`config.mk`:
```
export PLATFORM = sky130hd
export DESIGN_NAME = tlc_req_front
export DESIGN_NICKNAME = d
export VERILOG_FILES = /design/src/rtl/tlc_req_front.sv
export SDC_FILE = /design/constraint.sdc
export NUM_CORES = 1
export LEC_CHECK = 0
export CORE_MARGIN = 2
export CORE_UTILIZATION = 30
export CTS_CLUSTER_DIAMETER = 120
export DETAILED_ROUTE_END_ITERATION = 8
export PLACE_DENSITY = 0.44
export RECOVER_POWER = 25
export SLEW_MARGIN = 20
export SYNTH_ARGS = -nofsm -noshare
export SYNTH_HDL_FRONTEND = slang
export SYNTH_SLANG_ARGS = --single-unit
```
`constraint.sdc`:
```
create_clock -name clk -period 1.7 [get_ports clk]
set_input_delay 0.425 -clock clk [delete_from_list [all_inputs] [get_ports clk]]
set_output_delay 0.425 -clock clk [all_outputs]
set_load 0.01 [all_outputs]
```
`src/rtl/tlc_req_front.sv`:
```
// Traffic-light request front end: synchronizes and debounces the NS, EW and pedestrian
// sensors, latches the pedestrian request, and (with TLC_PED_AGE_EN) flags an aged request.
module tlc_req_front #(
    parameter int DEB_CYC  = 4,
    parameter int MAX_WAIT = 64
) (
    input  logic clk,
    input  logic rst,
    input  logic raw_ns,
    input  logic raw_ew,
    input  logic raw_ped,
    input  logic walk,
    output logic NS,
    output logic EW,
    output logic Pedestrian,
    output logic ped_urgent
);

    if (DEB_CYC < 1 || DEB_CYC > 255 || MAX_WAIT < 1 || MAX_WAIT > 65535) begin : g_bad_param
        $error("tlc_req_front: DEB_CYC must be 1..255 and MAX_WAIT 1..65535");
    end

    localparam int          N_CH     = 3;
    localparam int          CH_PED   = 2;
    localparam logic [7:0]  DEB_LAST = 8'(DEB_CYC - 1);

    logic [N_CH-1:0] w_raw;
    logic [N_CH-1:0] r_sync1;
    logic [N_CH-1:0] r_sync2;
    logic [N_CH-1:0] r_filt;
    logic [7:0]      r_cnt [N_CH];
    logic            r_ped_prev;
    logic            r_ped;
    logic            w_ped_rise;

    assign w_raw = {raw_ped, raw_ew, raw_ns};

    // NOTE: sequential state uses non-blocking (<=) so every flop samples pre-edge values;
    // blocking here would collapse the two synchronizer stages into one.
    always_ff @(posedge clk or negedge rst) begin
        if (!rst) begin
            r_sync1 <= '0;
            r_sync2 <= '0;
        end else begin
            r_sync1 <= w_raw;
            r_sync2 <= r_sync1;
        end
    end

    // The toggle fires on the edge the counter would reach DEB_CYC, so a stable change
    // reaches r_filt 2 (sync) + DEB_CYC edges after it is first sampled.
    always_ff @(posedge clk or negedge rst) begin
        if (!rst) begin
            r_filt <= '0;
            // NOTE: the counter array is a handful of flops, not a RAM, so it is reset
            // element by element; a reset mid-debounce must discard partial counts.
            for (int c = 0; c < N_CH; c++) r_cnt[c] <= '0;
        end else begin
            for (int c = 0; c < N_CH; c++) begin
                if (r_sync2[c] == r_filt[c]) begin
                    r_cnt[c] <= '0;
                end else if (r_cnt[c] == DEB_LAST) begin
                    r_filt[c] <= ~r_filt[c];
                    r_cnt[c]  <= '0;
                end else if (r_cnt[c] != 8'hFF) begin
                    r_cnt[c] <= r_cnt[c] + 8'd1;
                end
            end
        end
    end

    assign w_ped_rise = r_filt[CH_PED] & ~r_ped_prev;

    // Walk is checked first so a request arriving during service is dropped, not queued.
    always_ff @(posedge clk or negedge rst) begin
        if (!rst) begin
            r_ped_prev <= 1'b0;
            r_ped      <= 1'b0;
        end else begin
            r_ped_prev <= r_filt[CH_PED];
            if (walk) begin
                r_ped <= 1'b0;
            end else if (w_ped_rise) begin
                r_ped <= 1'b1;
            end
        end
    end

`ifdef TLC_PED_AGE_EN
    localparam logic [15:0] AGE_MAX = 16'(MAX_WAIT);

    logic [15:0] r_age;

    always_ff @(posedge clk or negedge rst) begin
        if (!rst) begin
            r_age <= '0;
        end else if (walk) begin
            r_age <= '0;
        end else if (r_ped && (r_age != AGE_MAX)) begin
            r_age <= r_age + 16'd1;
        end
    end

    assign ped_urgent = (r_age == AGE_MAX);
`else
    assign ped_urgent = 1'b0;
`endif

    assign NS         = r_filt[0];
    assign EW         = r_filt[1];
    assign Pedestrian = r_ped;

endmodule

```
# ---- Word level (Yosys, flattened, before mapping)
# Cells that the tools add are included.
dict set report word_totals {
  output_inout_bits 4
  register_bits 35
  mem_bits_rw 0
  latchBits 0
  input_bits 6
  word_cells 48
  n_memories 0
  romBits 0
}
dict set report op_classes {
  magnitude_cmp 0
  add_sub_neg 3
  n_mul 0
  n_reduce_logical 7
  n_div 0
  bitwise_logic 8
  shift 0
  mux 11
  eq_ne 9
}
# op n
set op_table {}
lappend op_table {{2-to-1 mux 8 bit} 9}
lappend op_table {{adder 8 x 1 -> 8 bit (second input constant)} 3}
lappend op_table {{== test 8 x 2 -> 1 bit (second input constant)} 3}
lappend op_table {{inequality test 8 bit (second input constant)} 3}
lappend op_table {{nonzero test 3 bit} 3}
lappend op_table {{NOT 1 bit} 7}
lappend op_table {{AND reduction 2 bit} 3}
lappend op_table {{== test 1 bit} 3}
lappend op_table {{2-to-1 mux 1 bit} 2}
lappend op_table {{nonzero test 2 bit} 1}
lappend op_table {{AND 1 bit} 1}

# ---- Logic depth before layout (Yosys ltp)
# Gate-level depths: netlist (run 1).
dict set report logic_depth {
  depth_word 4
  mapped_depth 5
  ltp_nobuf 4
}

# ---- Worst setup path before layout (run 1)
# No wires, ideal clock.
dict set report synth_path {
  kind {register to register}
  startpoint {reg r_cnt[16] (netlist bit)}
  endpoint {reg r_filt[0]}
  synth_period_minus_slack_ns 1.842
  setup_ns 0.125
  arrival_time_ns 1.717
  path_stages_with_launch 5
  path_buffers 0
  path_slack_ns -0.142
  required_time_ns 1.575
  path_cell_list {dfrtp_1 > ha_1 > or4b_4 > nor4_1 > mux2_2}
}
dict set report synth_between {
  elab_chain_len 2
}
# item line
set synth_lines {}
lappend synth_lines {{start: declaration} 31} ;# logic [7:0] r_cnt [N_CH];
lappend synth_lines {{start signal: indexed assignment} 66} ;# r_cnt[c] <= r_cnt[c] + 8'd1;
lappend synth_lines {{== test 8 x 2 -> 1 bit} 62} ;# end else if (r_cnt[c] == DEB_LAST) begin
lappend synth_lines {{AND reduction 2 bit (no source line)} n/a}
lappend synth_lines {{end signal: indexed assignment} 63} ;# r_filt[c] <= ~r_filt[c];
lappend synth_lines {{end: declaration} 30} ;# logic [N_CH-1:0] r_filt;
# Every way passes these cells.
# A chain may end at the register's enable or synchronous reset.

# ---- Worst setup path after layout (run 1)
dict set report layout_path {
  startpoint {reg r_cnt[0] (netlist bit)}
  endpoint {reg r_filt[2]}
}
# Same word-level chain as after synthesis.

==> results of run 1 <==
[critical path, stage by stage, from the launching register on]
cell	delay, ns
dfrtp_2	0.39
ha_4	0.15
or4b_4	0.49
nor4_2	0.16
mux2_2	0.36
[cells in the final DEF (no fill, tap or decap), types with 8 or more instances in the layout]
master | netlist | layout
a31oi_1 | 10 | 10
nor3_1 | 14 | 14
nand4_1 | 9 | 9
a21oi_1 | 9 | 9
buf_4 | 1 | 20
o21ai_0 | 10 | 10
dfrtp_1 | 35 | 31
nand2_1 | 8 | 8
nand3_1 | 10 | 10
[metal layers]
layer,vias to the layer above,global-route usage (%),wire [µm]
li1,734,-,-
met1,732,16.5,1810
met2,28,20.7,1780
met3,5,3.63,141
met4,0,4.58,49
met5,-,0,0
[synth_stat cells, types with 5 or more instances]
library cell   n
a211oi_1       7
a21oi_1        9
a31oi_1       10
dfrtp_1       35
ha_1           6
inv_1          7
nand2_1        8
nand3_1       10
nand4_1        9
nor2_1         5
nor3_1        14
nor4_1         5
o21ai_0       10
[flip-flops by register name, summed over array words and instances (netlist names)]
register,flops
r_ped_prev,1
r_sync2,3
r_cnt,24
r_filt,3
r_sync1,3
Pedestrian,1
[power breakdown]
part | total [mW] | switching [mW] | internal [mW]
Combinational | 0.918 | 0.463 | 0.455
Clock | 0.896 | 0.311 | 0.585
Sequential | 1.13 | 0.145 | 0.980
[logic make-up after synthesis]
| group | Yosys count | synth area share (%) |
|---|---|---|
| compound gates | 44 | 17.2 |
| xor+xnor | 3 | 1.46 |
| fa+ha+maj | 6 | 4.16 |
| buf+inv | 15 | 3.61 |
| flops | 35 | 48.6 |
| mux | 4 | 2.43 |
| other cells | 1 | 0.208 |
| simple gates | 69 | 22.3 |
[area by class of cell]
type	count	area, µm²	share of cell area [%]
clock buffers	5	68.8	3.01
multi-input cells	127	912	39.8
well taps	75	93.8	4.10
inverters	7	26.3	1.15
repair buffers	29	240	10.5
clock inverters	3	67.6	2.95
flip-flops and latches	35	881	38.5
[stage by stage]
stage	power, mW	setup TNS [ns]	area [µm²]	utilization (%)	setup WS, ns
after floorplan	1.64	-0.0190	1850	-	-0.0190
final	2.94	0	2290	39.1	0.0517
after detailed placement	2.07	-0.0302	2160	36.9	-0.0302
after global placement	2.04	0	2160	36.9	0.0437
after global routing	3.13	-0.0118	2290	39.1	-0.0118
after CTS	2.99	0	2300	39.3	0.0114
[how the worst max path moves through the flow]
stage | startpoint | to | slack [ns] | cells after the start
after floorplan | r_cnt[17] | r_filt[0] | -0.02 | 4
after global placement | r_cnt[17] | r_filt[0] | 0.04 | 4
after detailed placement | r_cnt[17] | r_filt[0] | -0.03 | 4
after CTS | r_filt[0] | NS | 0.01 | 1
after global routing | r_cnt[0] | r_filt[2] | -0.01 | 4
final | r_cnt[0] | r_filt[2] | 0.05 | 4
[what timing repair did]
item,in CTS,in global routing
endpoints found under the setup margin,1,4
resized for setup,1,2
endpoints found under the hold margin,0,0
==> impl_metrics.env, run 1 <==
export IMPL_status="finished, final reports clean"
export IMPL_synthArstFlopShare_pct=100
export IMPL_cts_made_buffers=5
export IMPL_n_antenna_cell=0
export IMPL_clock_latency_ns=0.29
export IMPL_fmax_mhz=607
export IMPL_cp_arrival_ns=1.82
export IMPL_path_class="flop to flop"
export IMPL_fp_dieW_um=81.5
export IMPL_drv_slew=0
export IMPL_crit_path_end_kind="flop"
export IMPL_skew_ns=0.00769
export IMPL_grt_pass1_wl_mm=6.56
export IMPL_cts_sinks=35
export IMPL_clockRootBuffer="clkbuf_8"
export IMPL_vias_per_cell=5.33
export IMPL_synth_edf_count=0
export IMPL_grt_max_degree=36
export IMPL_grt_pass1_vias=1429
export IMPL_fin_crit_ns=1.65
export IMPL_cts_path_max_buffers=2
export IMPL_ir_worst_vdd_mv=0.605
export IMPL_stdcell_count=281
export IMPL_synthTopCellsByArea="dfrtp_1, ha_1, nor3_1"
export IMPL_period_share_pct=97.0
export IMPL_fillers=574
export IMPL_slew_headroom_pct=42.8
export IMPL_cts_tree="built"
export IMPL_initial_core_util_pct=30.8
export IMPL_setup_violations_final=0
export IMPL_dieHeight_um=81.5
export IMPL_ys_warn_count=0
export IMPL_timing_rr_end="r_filt[2]"
export IMPL_globalplace_congestion=0.882
export IMPL_syn_inst=177
export IMPL_syn_cell_area_um2=1800
export IMPL_synth_top_cell_by_area="dfrtp_1"
export IMPL_synth_seq_cells=35
export IMPL_tightest_slew_ns=0.858
export IMPL_rsz0062_at_grt="true"
export IMPL_dr_pass1_iters=4
export IMPL_critPathRequiredTime_ns=1.87
export IMPL_synth_cell_types=34
export IMPL_avgSynthCellArea_um2=10.2
export IMPL_path_clk_slew_ns=0.07
export IMPL_drc=0
export IMPL_dp_cells=273
export IMPL_port_buffers=8
export IMPL_fp_coreArea_um2=5850
export IMPL_rows=28
export IMPL_synth_top_area_share_pct=48.6
export IMPL_overflow=0
export IMPL_critPathLaunchType="flop"
export IMPL_holdPathStages=0
export IMPL_hold_viol=0
export IMPL_ios=10
export IMPL_holdWs_ns=0.352
export IMPL_die_area_um2=6650
export IMPL_min_path_type="flop to flop"
export IMPL_avgRoutedWirePerCell_um=13.5
export IMPL_yosysSeqAreaShare_pct=48.6
export IMPL_ant_nets=0
export IMPL_cts_setup_buffers=0
export IMPL_drt_iter0_drc=46
export IMPL_drive_above_1_share_pct=21.8
export IMPL_r2r_slack_ns=0.05
export IMPL_antenna_found_initial=0
export IMPL_worstReg2RegStart="r_cnt[0]"
export IMPL_drv_cap=0
export IMPL_dp_hpwl_mm=2.64
export IMPL_hold_buffers=0
export IMPL_synthFlopType="dfrtp_1"
export IMPL_grt_usage_pct=12.9
export IMPL_hold_path_startpoint="r_sync1[0]"
export IMPL_syn_num_nets=189
export IMPL_critPathMaxFanout=3
export IMPL_rr_worst_depth=4
export IMPL_powerDensity_nw_per_um2=1280
export IMPL_area_growth_pct=27.0
export IMPL_vias=1499
export IMPL_layout_nets=217
export IMPL_htreeDepth=2
export IMPL_wirelength_mm=3.78
export IMPL_p_leak_nw=0.929
export IMPL_hold_end="r_sync2[0]"
No activity file was read; power rests on OpenSTA's default activity.
==> run 2: changes to the inputs <==
--- a/config.mk
+++ b/config.mk
@@ -5,7 +5,7 @@
 export SDC_FILE = /design/constraint.sdc
 export NUM_CORES = 1
 export LEC_CHECK = 0
-export CORE_MARGIN = 2
+export CORE_MARGIN = 3
 export CORE_UTILIZATION = 30
 export CTS_CLUSTER_DIAMETER = 120
 export DETAILED_ROUTE_END_ITERATION = 8
==> run 2 against run 1 <==
  * Clock power decreased by 15%
  * First-iteration DRC count up 46%
  * Cell count down 0.71%
  * Critical endpoint is now EW
==> impl_metrics.env, run 2 (synthesized netlist as in run 1, its figures left out) <==
export IMPL_worstReg2RegStart="r_cnt[0]"
export IMPL_clock_latency_ns=0.28
export IMPL_grt_usage_pct=11.4
export IMPL_holdPathStages=0
export IMPL_hold_path_startpoint="r_sync1[2]"
export IMPL_drc=0
export IMPL_holdWs_ns=0.354
export IMPL_antenna_found_initial=0
export IMPL_cp_arrival_ns=1.21
export IMPL_powerDensity_nw_per_um2=1220
export IMPL_htreeDepth=2
export IMPL_crit_chain="clkdlybuf4s50_1"
export IMPL_cts_tree="built"
export IMPL_vias_per_cell=5.37
export IMPL_top_register="r_cnt"
export IMPL_period_share_pct=96.3
export IMPL_fin_crit_ns=1.64
export IMPL_dp_hpwl_mm=2.65
export IMPL_hold_end="r_sync2[2]"
export IMPL_initial_core_util_pct=31.8
export IMPL_cts_sinks=35
export IMPL_drive_above_1_share_pct=22.7
export IMPL_utilization_pct=40.1
export IMPL_min_path_type="flop to flop"
export IMPL_port_buffers=8
export IMPL_critPathMaxFanout=3
export IMPL_hold_buffers=0
export IMPL_largest_reg_flops=24
export IMPL_rows=27
export IMPL_ios=10
export IMPL_timing_rr_end="r_filt[2]"
export IMPL_p_leak_nw=0.923
export IMPL_area_growth_pct=26.2
export IMPL_worst_path_buf_inv=1
export IMPL_critPathLaunchType="flop"
export IMPL_skew_ns=0.00254
export IMPL_dieHeight_um=83.5
export IMPL_grt_pass1_vias=1392
export IMPL_crit_path_end_kind="output port"
export IMPL_die_area_um2=6980
export IMPL_slew_headroom_pct=43.6
export IMPL_path_class="flop to output port"
export IMPL_drv_cap=0
export IMPL_rr_worst_depth=4
export IMPL_r2r_slack_ns=0.06
export IMPL_layout_commonest_cell="dfrtp_1"
export IMPL_drt_iter0_drc=67
export IMPL_cts_path_max_buffers=2
export IMPL_wirelength_mm=3.71
export IMPL_dr_pass1_iters=4
export IMPL_max_stage_delay_ns=0.55
export IMPL_hold_viol=0
export IMPL_fmax_mhz=611
export IMPL_clockRootBuffer="clkbuf_8"
export IMPL_grt_pass1_wl_mm=6.49
export IMPL_layout_common_cells="dfrtp_1, buf_4, nor3_1"
export IMPL_layout_nets=218
export IMPL_n_antenna_cell=0
export IMPL_ir_worst_vdd_mv=0.608
export IMPL_stdcell_count=279
export IMPL_overflow=0
export IMPL_fp_dieW_um=83.5
export IMPL_dp_cells=270
export IMPL_p_total_mw=2.78
export IMPL_ant_nets=0
export IMPL_tightest_slew_ns=0.847
export IMPL_cts_made_buffers=5
export IMPL_fp_coreArea_um2=5680
export IMPL_rsz0062_at_grt="false"
export IMPL_critPathSlowestCell="clkdlybuf4s50_1"
export IMPL_cp_top_family="buffers and inverters"
export IMPL_globalplace_congestion=0.845
export IMPL_path_clk_slew_ns=0.07
export IMPL_status="finished, final reports clean"
export IMPL_drv_slew=0
export IMPL_grt_max_degree=36
export IMPL_avgRoutedWirePerCell_um=13.3
export IMPL_setup_violations_final=0
export IMPL_critPathRequiredTime_ns=1.27
export IMPL_vias=1498
[run 2: changes by cell type in the layout (fill, tap and decap cells not counted), sizes merged]
cell	change
buf	+1
bufinv	-1
clkbuf	+1
clkinv	+1
clkdlybuf4s50	+1
dlymetal6s2s	-1
clkinvlp	-1
[run 2: per-stage QoR]
stage                     setup TNS (ns)  setup WS [ns]  area, µm²
after floorplan                  -0.0190        -0.0190       1850
after CTS                              0         0.0389       2280
after global placement                 0         0.0248       2150
after detailed placement               0        0.00353       2150
final                                  0         0.0633       2280
after global routing                   0        0.00145       2280
[run 2: layout make-up]
| cell class | instances | area (µm²) |
|---|---|---|
| Fill cell | 564 | 3400 |
| Multi-Input combinational cell | 127 | 916 |
| Sequential cell | 35 | 881 |
| Timing Repair Buffer | 30 | 245 |
| Tap cell | 72 | 90.1 |
| Clock buffer | 6 | 82.6 |
| Clock inverter | 2 | 35.0 |
| Inverter | 7 | 26.3 |
[run 2: repair_timing]
action	4_1_cts	5_1_grt
gates cloned	0	0
buffers inserted	0	1
setup endpoints to repair	1	2
resized for setup	1	2
[run 2: metal layers]
metal  wire length (µm)  part of all wire, %  vias to the layer above  track usage (%)
met4                 63                  1.7                        0             4.82
met1               1720                   46                      727             14.1
li1                   -                    -                      733                -
met2               1790                   48                       31             19.0
met3                139                  3.7                        7             2.96
met5                  0                    0                        -                0
[run 2: where the power goes]
| group | total [mW] | leakage [nW] | internal, mW | switching [mW] |
|---|---|---|---|---|
| Clock | 0.766 | 0.0612 | 0.474 | 0.292 |
| Combinational | 0.894 | 0.408 | 0.450 | 0.444 |
| Sequential | 1.12 | 0.454 | 0.981 | 0.143 |
[run 2: worst max path at each step]
stage | end | from | cells after the start
after floorplan | r_filt[0] | r_cnt[17] | 4
after global placement | r_filt[0] | r_cnt[17] | 4
after detailed placement | r_filt[0] | r_cnt[17] | 4
after CTS | r_filt[2] | r_cnt[0] | 4
after global routing | r_filt[2] | r_cnt[0] | 4
final | EW | r_filt[1] | 1
